--- config.mk ---
export PLATFORM = sky130hd
export DESIGN_NAME = tft_pixel_writer
export DESIGN_NICKNAME = d
export VERILOG_FILES = /design/src/rtl/tft_pkg.sv /design/src/rtl/tft_bus_byte.sv /design/src/rtl/tft_pixel_writer.sv
export SDC_FILE = /design/constraint.sdc
export NUM_CORES = 1
export LEC_CHECK = 0
export CORE_MARGIN = 3
export CORE_UTILIZATION = 49
export CTS_CLUSTER_SIZE = 25
export DETAILED_ROUTE_END_ITERATION = 8
export PLACE_DENSITY = 0.79
export SYNTH_ARGS = -nofsm -noshare
export SYNTH_HDL_FRONTEND = slang
export SYNTH_HIERARCHICAL = 1
export SYNTH_SLANG_ARGS = --single-unit
export TNS_END_PERCENT = 100
--- constraint.sdc ---
create_clock -name clk -period 2.7 [get_ports clk]
set_input_delay 0.27 -clock clk [delete_from_list [all_inputs] [get_ports clk]]
set_output_delay 0.27 -clock clk [all_outputs]
set_load 0.05 [all_outputs]
--- src/rtl/tft_pkg.sv ---
// Shared types and helpers for the PMOD TFT pixel writer: FSM states, the
// frame-start command byte and RGB888 -> RGB565 packing.
package tft_pkg;

  localparam logic [7:0] CMD_MEM_WRITE_DEFAULT = 8'h2C;

  typedef enum logic [2:0] {
    ST_IDLE,
    ST_CMD_BYTE,
    ST_FRAME_CMD,
    ST_PIX_WAIT,
    ST_PIX_HI,
    ST_PIX_LO,
    ST_DONE
  } tft_state_e;

  // Result is {high byte, low byte} as sent on the bus.
  function automatic logic [15:0] rgb888_to_565(input logic [7:0] r,
                                                input logic [7:0] g,
                                                input logic [7:0] b);
    return {r[7:3], g[7:2], b[7:3]};
  endfunction

endpackage

--- src/rtl/tft_bus_byte.sv ---
// One 8080-style write cycle: wr_n low for WR_LOW_CYCLES, then high for
// WR_HIGH_CYCLES, with data/dc held for the whole byte.
module tft_bus_byte #(
  parameter int unsigned WR_LOW_CYCLES  = 2,
  parameter int unsigned WR_HIGH_CYCLES = 2
) (
  input  logic       clk,
  input  logic       rst,
  input  logic       start,
  input  logic [7:0] tx_byte,
  input  logic       tx_dc,
  output logic       busy,
  output logic       done,
  output logic       wr_n,
  output logic [7:0] data,
  output logic       dc
);

  typedef enum logic [1:0] {PH_IDLE, PH_LOW, PH_HIGH} phase_e;

  phase_e     phase;
  logic [7:0] cnt;

  assign busy = (phase != PH_IDLE);
  // done marks the final high cycle so a new start can follow with no gap.
  assign done = (phase == PH_HIGH) && (cnt == 8'd0);

  always_ff @(posedge clk) begin
    if (rst) begin
      phase <= PH_IDLE;
      cnt   <= 8'd0;
      wr_n  <= 1'b1;
      data  <= 8'h00;
      dc    <= 1'b1;
    end else if (start && (!busy || done)) begin
      phase <= PH_LOW;
      cnt   <= 8'(WR_LOW_CYCLES - 1);
      wr_n  <= 1'b0;
      data  <= tx_byte;
      dc    <= tx_dc;
    end else begin
      case (phase)
        PH_LOW: begin
          if (cnt == 8'd0) begin
            phase <= PH_HIGH;
            cnt   <= 8'(WR_HIGH_CYCLES - 1);
            wr_n  <= 1'b1;
          end else begin
            cnt <= cnt - 8'd1;
          end
        end
        PH_HIGH: begin
          if (cnt == 8'd0) phase <= PH_IDLE;
          else             cnt   <= cnt - 8'd1;
        end
        default: ;
      endcase
    end
  end

endmodule

--- src/rtl/tft_pixel_writer.sv ---
// Streams RGB888 pixels to a PMOD TFT as RGB565 byte pairs behind a
// memory-write command, and forwards single init bytes from registers.
module tft_pixel_writer
  import tft_pkg::*;
#(
  parameter int unsigned WR_LOW_CYCLES  = 2,
  parameter int unsigned WR_HIGH_CYCLES = 2,
  parameter logic [7:0]  CMD_MEM_WRITE  = CMD_MEM_WRITE_DEFAULT
) (
  input  logic       clk,
  input  logic       rst,
  input  logic       i_enable,
  input  logic       i_pixel_rdy,
  input  logic [7:0] i_red,
  input  logic [7:0] i_green,
  input  logic [7:0] i_blue,
  input  logic       i_last,
  output logic       o_pixel_stb,
  input  logic       i_cmd_stb,
  input  logic       i_cmd_dc,
  input  logic [7:0] i_cmd_data,
  output logic       o_cmd_busy,
  output logic       o_frame_done,
  output logic       o_cs_n,
  output logic       o_dc,
  output logic       o_wr_n,
  output logic       o_rd_n,
  output logic [7:0] o_data
);

  tft_state_e  state;
  logic [7:0]  cmd_byte;
  logic        cmd_dc;
  logic [7:0]  pix_lo;
  logic        pix_last;
  logic [15:0] pix_565;
  logic        bus_start;
  logic [7:0]  bus_byte;
  logic        bus_dc;
  logic        bus_busy;
  logic        bus_done;

  assign pix_565 = rgb888_to_565(i_red, i_green, i_blue);

  // Pixel handshake: i_pixel_rdy presents a pixel and holds it; o_pixel_stb is
  // high for the single PIX_WAIT cycle whose closing edge takes the pixel.
  assign o_pixel_stb  = (state == ST_PIX_WAIT) && i_enable && i_pixel_rdy;
  assign o_cs_n       = (state == ST_IDLE);
  assign o_cmd_busy   = (state != ST_IDLE);
  assign o_frame_done = (state == ST_DONE);
  assign o_rd_n       = 1'b1;

  always_comb begin
    bus_start = 1'b0;
    bus_byte  = 8'h00;
    bus_dc    = 1'b1;
    case (state)
      ST_CMD_BYTE: begin
        bus_start = !bus_busy;
        bus_byte  = cmd_byte;
        bus_dc    = cmd_dc;
      end
      ST_FRAME_CMD: begin
        bus_start = !bus_busy;
        bus_byte  = CMD_MEM_WRITE;
        bus_dc    = 1'b0;
      end
      ST_PIX_WAIT: begin
        bus_start = o_pixel_stb;
        bus_byte  = pix_565[15:8];
      end
      ST_PIX_HI: begin
        bus_start = bus_done;
        bus_byte  = pix_lo;
      end
      default: ;
    endcase
  end

  always_ff @(posedge clk) begin
    if (rst) begin
      state    <= ST_IDLE;
      cmd_byte <= 8'h00;
      cmd_dc   <= 1'b0;
      pix_lo   <= 8'h00;
      pix_last <= 1'b0;
    end else begin
      case (state)
        ST_IDLE: begin
          if (i_cmd_stb) begin
            cmd_byte <= i_cmd_data;
            cmd_dc   <= i_cmd_dc;
            state    <= ST_CMD_BYTE;
          end else if (i_enable && i_pixel_rdy) begin
            state <= ST_FRAME_CMD;
          end
        end
        ST_CMD_BYTE:  if (bus_done) state <= ST_IDLE;
        ST_FRAME_CMD: if (bus_done) state <= ST_PIX_WAIT;
        ST_PIX_WAIT: begin
          if (!i_enable) begin
            state <= ST_IDLE;
          end else if (i_pixel_rdy) begin
            pix_lo   <= pix_565[7:0];
            pix_last <= i_last;
            state    <= ST_PIX_HI;
          end
        end
        ST_PIX_HI: if (bus_done) state <= ST_PIX_LO;
        ST_PIX_LO: if (bus_done) state <= pix_last ? ST_DONE : ST_PIX_WAIT;
        ST_DONE:   state <= ST_IDLE;
        default:   state <= ST_IDLE;
      endcase
    end
  end

  tft_bus_byte #(
    .WR_LOW_CYCLES (WR_LOW_CYCLES),
    .WR_HIGH_CYCLES(WR_HIGH_CYCLES)
  ) u_bus_byte (
    .clk    (clk),
    .rst    (rst),
    .start  (bus_start),
    .tx_byte(bus_byte),
    .tx_dc  (bus_dc),
    .busy   (bus_busy),
    .done   (bus_done),
    .wr_n   (o_wr_n),
    .data   (o_data),
    .dc     (o_dc)
  );

endmodule

==> impl_metrics.json, run 1 <==
{
  "outcome": "complete, no violations",
  "cts_made_buffers": 5,
  "yosysSeqAreaShare": 0.370,
  "port_buffers": 44,
  "cts_tree": "yes",
  "grtUsageTotal": 0.201,
  "slew_headroom": 0.663,
  "routed_wl_um": 5240,
  "synth_top_cell_area_share": 0.370,
  "ys_warn_count": 6,
  "antenna_found_initial": 0,
  "layout.nets": 360,
  "hold_viol": 0,
  "postRouteAntennaNets": 0,
  "cts_root_buf": "clkbuf_8",
  "cts.repair.resized": 0,
  "finClkSkew_ns": 0.00748,
  "num_rows": 23,
  "fin_area_um2": 2780,
  "io_pins": 54,
  "grt_setup_unrepaired": "false",
  "synth_top_cell_by_area": "dfxtp_1",
  "clk_pin_slew_ns": 0.08,
  "clk_path_buf_depth": 2,
  "synth_fa_ha_area_frac": 0.0282,
  "post_cts_buffers": 0,
  "place_area_um2": 2690,
  "syn_nets": 319,
  "grt_pass1_vias": 1828,
  "grt_overflow": 0,
  "drt_iter0_drc": 103,
  "setup_slack_ns": 0.336,
  "min_period_ns": 2.36,
  "ys_ff_latch": 41,
  "core-area_um2": 4170,
  "worstSetupStartpoint": "u_bus_byte/cnt[0]",
  "grt_pass1_wl_um": 8450,
  "die_h_um": 73.3,
  "setup.worst_path.end_class": "register",
  "synthMuxAreaShare": 0.0908,
  "start_util": 0.532,
  "drc_errors": 0,
  "vdd_ir_drop_max_uv": 508,
  "ys_types": 43,
  "drtPass1Iterations": 4,
  "dpl.hpwl_um": 3780,
  "arrival_ns": 2.59,
  "worst_pin_slew_ns": 0.504,
  "syn_avg_cell_area_um2": 8.07,
  "maxSlewViolCount": 0,
  "final_cell_mix": "clkdlybuf4s50_1 (43), dfxtp_1 (41), nand2_1 (40)",
  "synth-edff-count": 0,
  "synthFlopType": "dfxtp_1",
  "min_from": "cmd_byte[6]",
  "worst_setup_path_start_kind": "register",
  "netlist_top_cells_area": "dfxtp_1 (37%), mux2i_1 (8.6%), a21oi_1 (7.0%)",
  "syn-instance-count": 275,
  "cts_max_level": 2,
  "gp_congestion": 0.781,
  "vias_per_cell": 5.45,
  "num_vias": 1996,
  "drv_cap": 0,
  "max_freq_ghz": 0.423,
  "grt_max_degree": 46,
  "routedWlPerCell_um": 14.3,
  "setup_tns_ns": 0,
  "layout_commonest_cell": "clkdlybuf4s50_1",
  "synth_top_family_by_area": "simple AND/OR/NAND/NOR gates",
  "power_density_nw_per_um2": 972,
  "clk_latency_ns": 0.29,
  "synth_compound_area_frac": 0.175,
  "hold_buffers": 0,
  "mappedNetlistArea_um2": 2220,
  "crit_required_ns": 2.92,
  "finalCritPeriodShare": 0.876,
  "hold_class": "register to register",
  "dp_slack_ns": 0.373,
  "setup_viol": 0,
  "area_delta_synth_final_pct": 25.3,
  "die_w_um": 73.3,
  "critPathKind": "register to register",
  "synthXorXnorAreaFrac": 0,
  "synth-simple-area-share": 0.268,
  "diodes": 0,
  "fp.dieArea_um2": 5370,
  "async_flop_share": 0,
  "timing.rr.start": "u_bus_byte/cnt[0]",
  "leakage_nw": 1.01,
  "clock_sinks": 41,
  "worstPathMaxFanout": 10,
  "drive_above_1_share": 0.0854
}
## metrics by stage
stage	total power [mW]	hold WS, ns	utilization	instances
2_1_floorplan	1.95	0.406	-	275
3_3_place_gp	2.25	0.442	0.645	359
3_5_place_dp	2.28	0.450	0.645	359
4_1_cts	2.70	0.461	0.666	366
5_1_grt	2.88	0.484	0.666	366
6_report	2.70	0.462	0.666	366
## registers in the layout (all words and copies together), names as in the netlist
register	cells
u_bus_byte/cnt	8
pix_lo	8
u_bus_byte/data	8
pix_last	1
state	3
u_bus_byte/wr_n	1
u_bus_byte/dc	1
cmd_dc	1
u_bus_byte/phase	2
cmd_byte	8
## critical path: stages, from the launching register on
cell and delay (ns):
dfxtp_1 0.33, inv_1 0.12, ha_1 0.21, nor4b_4 0.30
and3_1 0.24, a22oi_1 0.07, o21ai_0 0.41, o21a_1 0.20
buf_4 0.20, mux2i_1 0.21
## per-layer routing
| layer | wire length, um | part of all wire | GRT usage |
|---|---|---|---|
| met3 | 252 | 0.048 | 0.0383 |
| met2 | 2480 | 0.47 | 0.312 |
| met5 | 0 | 0 | 0 |
| met4 | 89 | 0.017 | 0.0779 |
| met1 | 2420 | 0.46 | 0.273 |
## final timing paths
check                            end  slack (ns)  cells past startpoint
hold reg to reg          cmd_byte[6]        0.46                      2
hold / removal           cmd_byte[6]        0.46                      2
setup / recovery  u_bus_byte/data[1]        0.34                      9
setup reg to reg  u_bus_byte/data[1]        0.34                      9
## cell usage after synthesis (2+ instances only)
library cell,count
buf_4,2
o22ai_1,3
nor3_2,2
a211o_1,2
dfxtp_1,41
nand3b_1,3
mux2i_1,19
a21oi_1,31
inv_1,14
o21ai_0,16
ha_1,5
clkbuf_1,7
buf_6,2
nor2_1,16
nor2b_1,2
nor3_1,3
nand3_1,11
a22oi_1,4
nand2_1,40
nor3b_1,3
or2_2,2
nand2b_1,20
or3_1,2
buf_2,6
## logic make-up after synthesis
family,count (synthesis)
buffers and inverters,31
other,1
multiplexers,20
AO/OA/AOI/OAI,65
AND/OR/NAND/NOR,112
flip-flops,41
adder cells (fa/ha/maj),5
## where the power goes
group	switching [mW]	leakage, nW	internal (mW)
Sequential	0.110	0.334	0.734
Clock	0.210	0.0433	0.202
Combinational	0.849	0.629	0.597
Total	1.17	1.01	1.53
## final cells by class
cell class,instances,area (um2)
fill,359,1390
multi-input combinational,203,1250
sequential,41,821
timing repair buffer,51,503
clock buffer,6,82.6
tap,50,62.6
inverter,14,52.6
clock inverter,1,7.51
No activity file was read; power rests on OpenSTA's default activity.
==> run 2, diff against run 1 <==
Settings changed: CORE_MARGIN 3 to 2, CTS_CLUSTER_DIAMETER set to 100.
==> impl_metrics.json, run 2 (synthesis gave the netlist of run 1 again) <==
{
  "leakage_nw": 1.01,
  "power_density_nw_per_um2": 969,
  "io_pins": 54,
  "critPathKind": "register to register",
  "regToRegEndpoint": "u_bus_byte/data[6]",
  "crit_required_ns": 2.92,
  "num_rows": 24,
  "start_util": 0.509,
  "cts_max_level": 2,
  "r2r_slack_ns": 0.35,
  "clk_latency_ns": 0.29,
  "postRouteAntennaNets": 0,
  "layout.nets": 360,
  "worst_setup_path_start_kind": "register",
  "drv_cap": 0,
  "worstPathMaxFanout": 10,
  "violations": "design-rule violations",
  "timing.rr.start": "u_bus_byte/cnt[0]",
  "gp_congestion": 0.819,
  "fp.dieArea_um2": 5080,
  "cts_root_buf": "clkbuf_8",
  "setup_viol": 0,
  "die_w_um": 71.3,
  "finalCritPeriodShare": 0.872,
  "worst_pin_slew_ns": 0.519,
  "hold_buffers": 0,
  "die_h_um": 71.3,
  "place_area_um2": 2680,
  "routed_wl_um": 4890,
  "clk_path_buf_depth": 2,
  "area_delta_synth_final_pct": 25.2,
  "hold_end": "cmd_byte[6]",
  "num_vias": 2003,
  "drtPass1Iterations": 6,
  "max_freq_ghz": 0.425,
  "core-area_um2": 4350,
  "drc_errors": 1,
  "post-route-util": 0.638,
  "clk_pin_slew_ns": 0.08,
  "fin_total_pwr_mw": 2.69,
  "arrival_ns": 2.58,
  "final_cell_mix": "clkdlybuf4s50_1 (43), dfxtp_1 (41), nand2_1 (40)",
  "nFillCells": 383,
  "dpl.hpwl_um": 3550,
  "cts.repair.resized": 0,
  "reg2regPathDepth": 9,
  "fin_area_um2": 2780,
  "grt_setup_unrepaired": "false",
  "hold_depth": 2,
  "layout_commonest_cell": "clkdlybuf4s50_1",
  "vias_per_cell": 5.43,
  "post_cts_buffers": 0,
  "hold_viol": 0,
  "antenna_found_initial": 0,
  "diodes": 0,
  "outcome": "finished with violations",
  "vdd_ir_drop_max_uv": 587,
  "worstSetupStartpoint": "u_bus_byte/cnt[0]",
  "grt_pass1_wl_um": 8470,
  "grt_pass1_vias": 1871,
  "routedWlPerCell_um": 13.3,
  "grtUsageTotal": 0.206,
  "setup.worst_path.end_class": "register",
  "slew_headroom": 0.653,
  "finClkSkew_ns": 0.00662,
  "grt_overflow": 0,
  "setup_tns_ns": 0,
  "drt_iter0_drc": 170,
  "min_from": "cmd_byte[6]",
  "hold_class": "register to register",
  "drive_above_1_share": 0.0883,
  "clock_sinks": 41,
  "port_buffers": 44,
  "grt_max_degree": 46,
  "cts_made_buffers": 5,
  "maxSlewViolCount": 0,
  "min_period_ns": 2.35,
  "cts_tree": "yes"
}
==> run 2: changes by cell type in the layout (fill, tap and decap cells not counted), sizes merged <==
cell      previous run  this run
clkinvlp             1         0
clkinv               0         2
==> run 2: how the worst max path moves through the flow <==
stage | endpoint | slack (ns) | cells past startpoint
after floorplan | state[1] | 0.28 | 5
after global placement | u_bus_byte/data[0] | 0.47 | 9
after detailed placement | u_bus_byte/data[6] | 0.35 | 9
after CTS | u_bus_byte/data[6] | 0.34 | 9
after global routing | u_bus_byte/data[4] | 0.12 | 9
final | u_bus_byte/data[6] | 0.35 | 9
==> run 2: cell type report <==
cell class,count,area (um2),share of cell area
sequential,41,821,0.296
clock buffer,6,82.6,0.0297
timing repair buffer,51,490,0.177
multi-input combinational,203,1250,0.451
inverter,14,52.6,0.0189
tap,52,65.1,0.0234
clock inverter,2,13.8,0.00496
==> run 2: where the power goes <==
part | leakage, nW | switching [mW] | internal (mW)
sequential | 0.334 | 0.114 | 0.734
clock | 0.0512 | 0.216 | 0.207
combinational | 0.625 | 0.822 | 0.596
==> run 2: worst max-delay path, cell delays in order (launching register included) <==
cell and delay, ns:
dfxtp_1 0.33, inv_1 0.10, ha_1 0.20, nor4b_4 0.29
and3_1 0.26, a22oi_1 0.07, o21ai_0 0.43, o21a_1 0.20
buf_4 0.20, mux2i_1 0.21
==> run 2: stage by stage <==
stage,hold WS [ns],setup slack (ns),std cells
floorplan,0.406,0.276,275
global placement,0.442,0.474,361
detailed placement,0.450,0.347,361
CTS,0.462,0.343,369
global route,0.484,0.123,369
finish,0.461,0.345,369
==> run 2: layer usage <==
layer	track usage	part of all wire
met1	0.302	0.49
met2	0.302	0.44
met3	0.0394	0.047
met4	0.0755	0.016
met5	0	0
==> run 3, diff against run 2 <==
Settings changed: CTS_CLUSTER_DIAMETER 100 to 50.
==> results of run 3 <==
Final layout, timing and power as in run 2 (identical DEF).
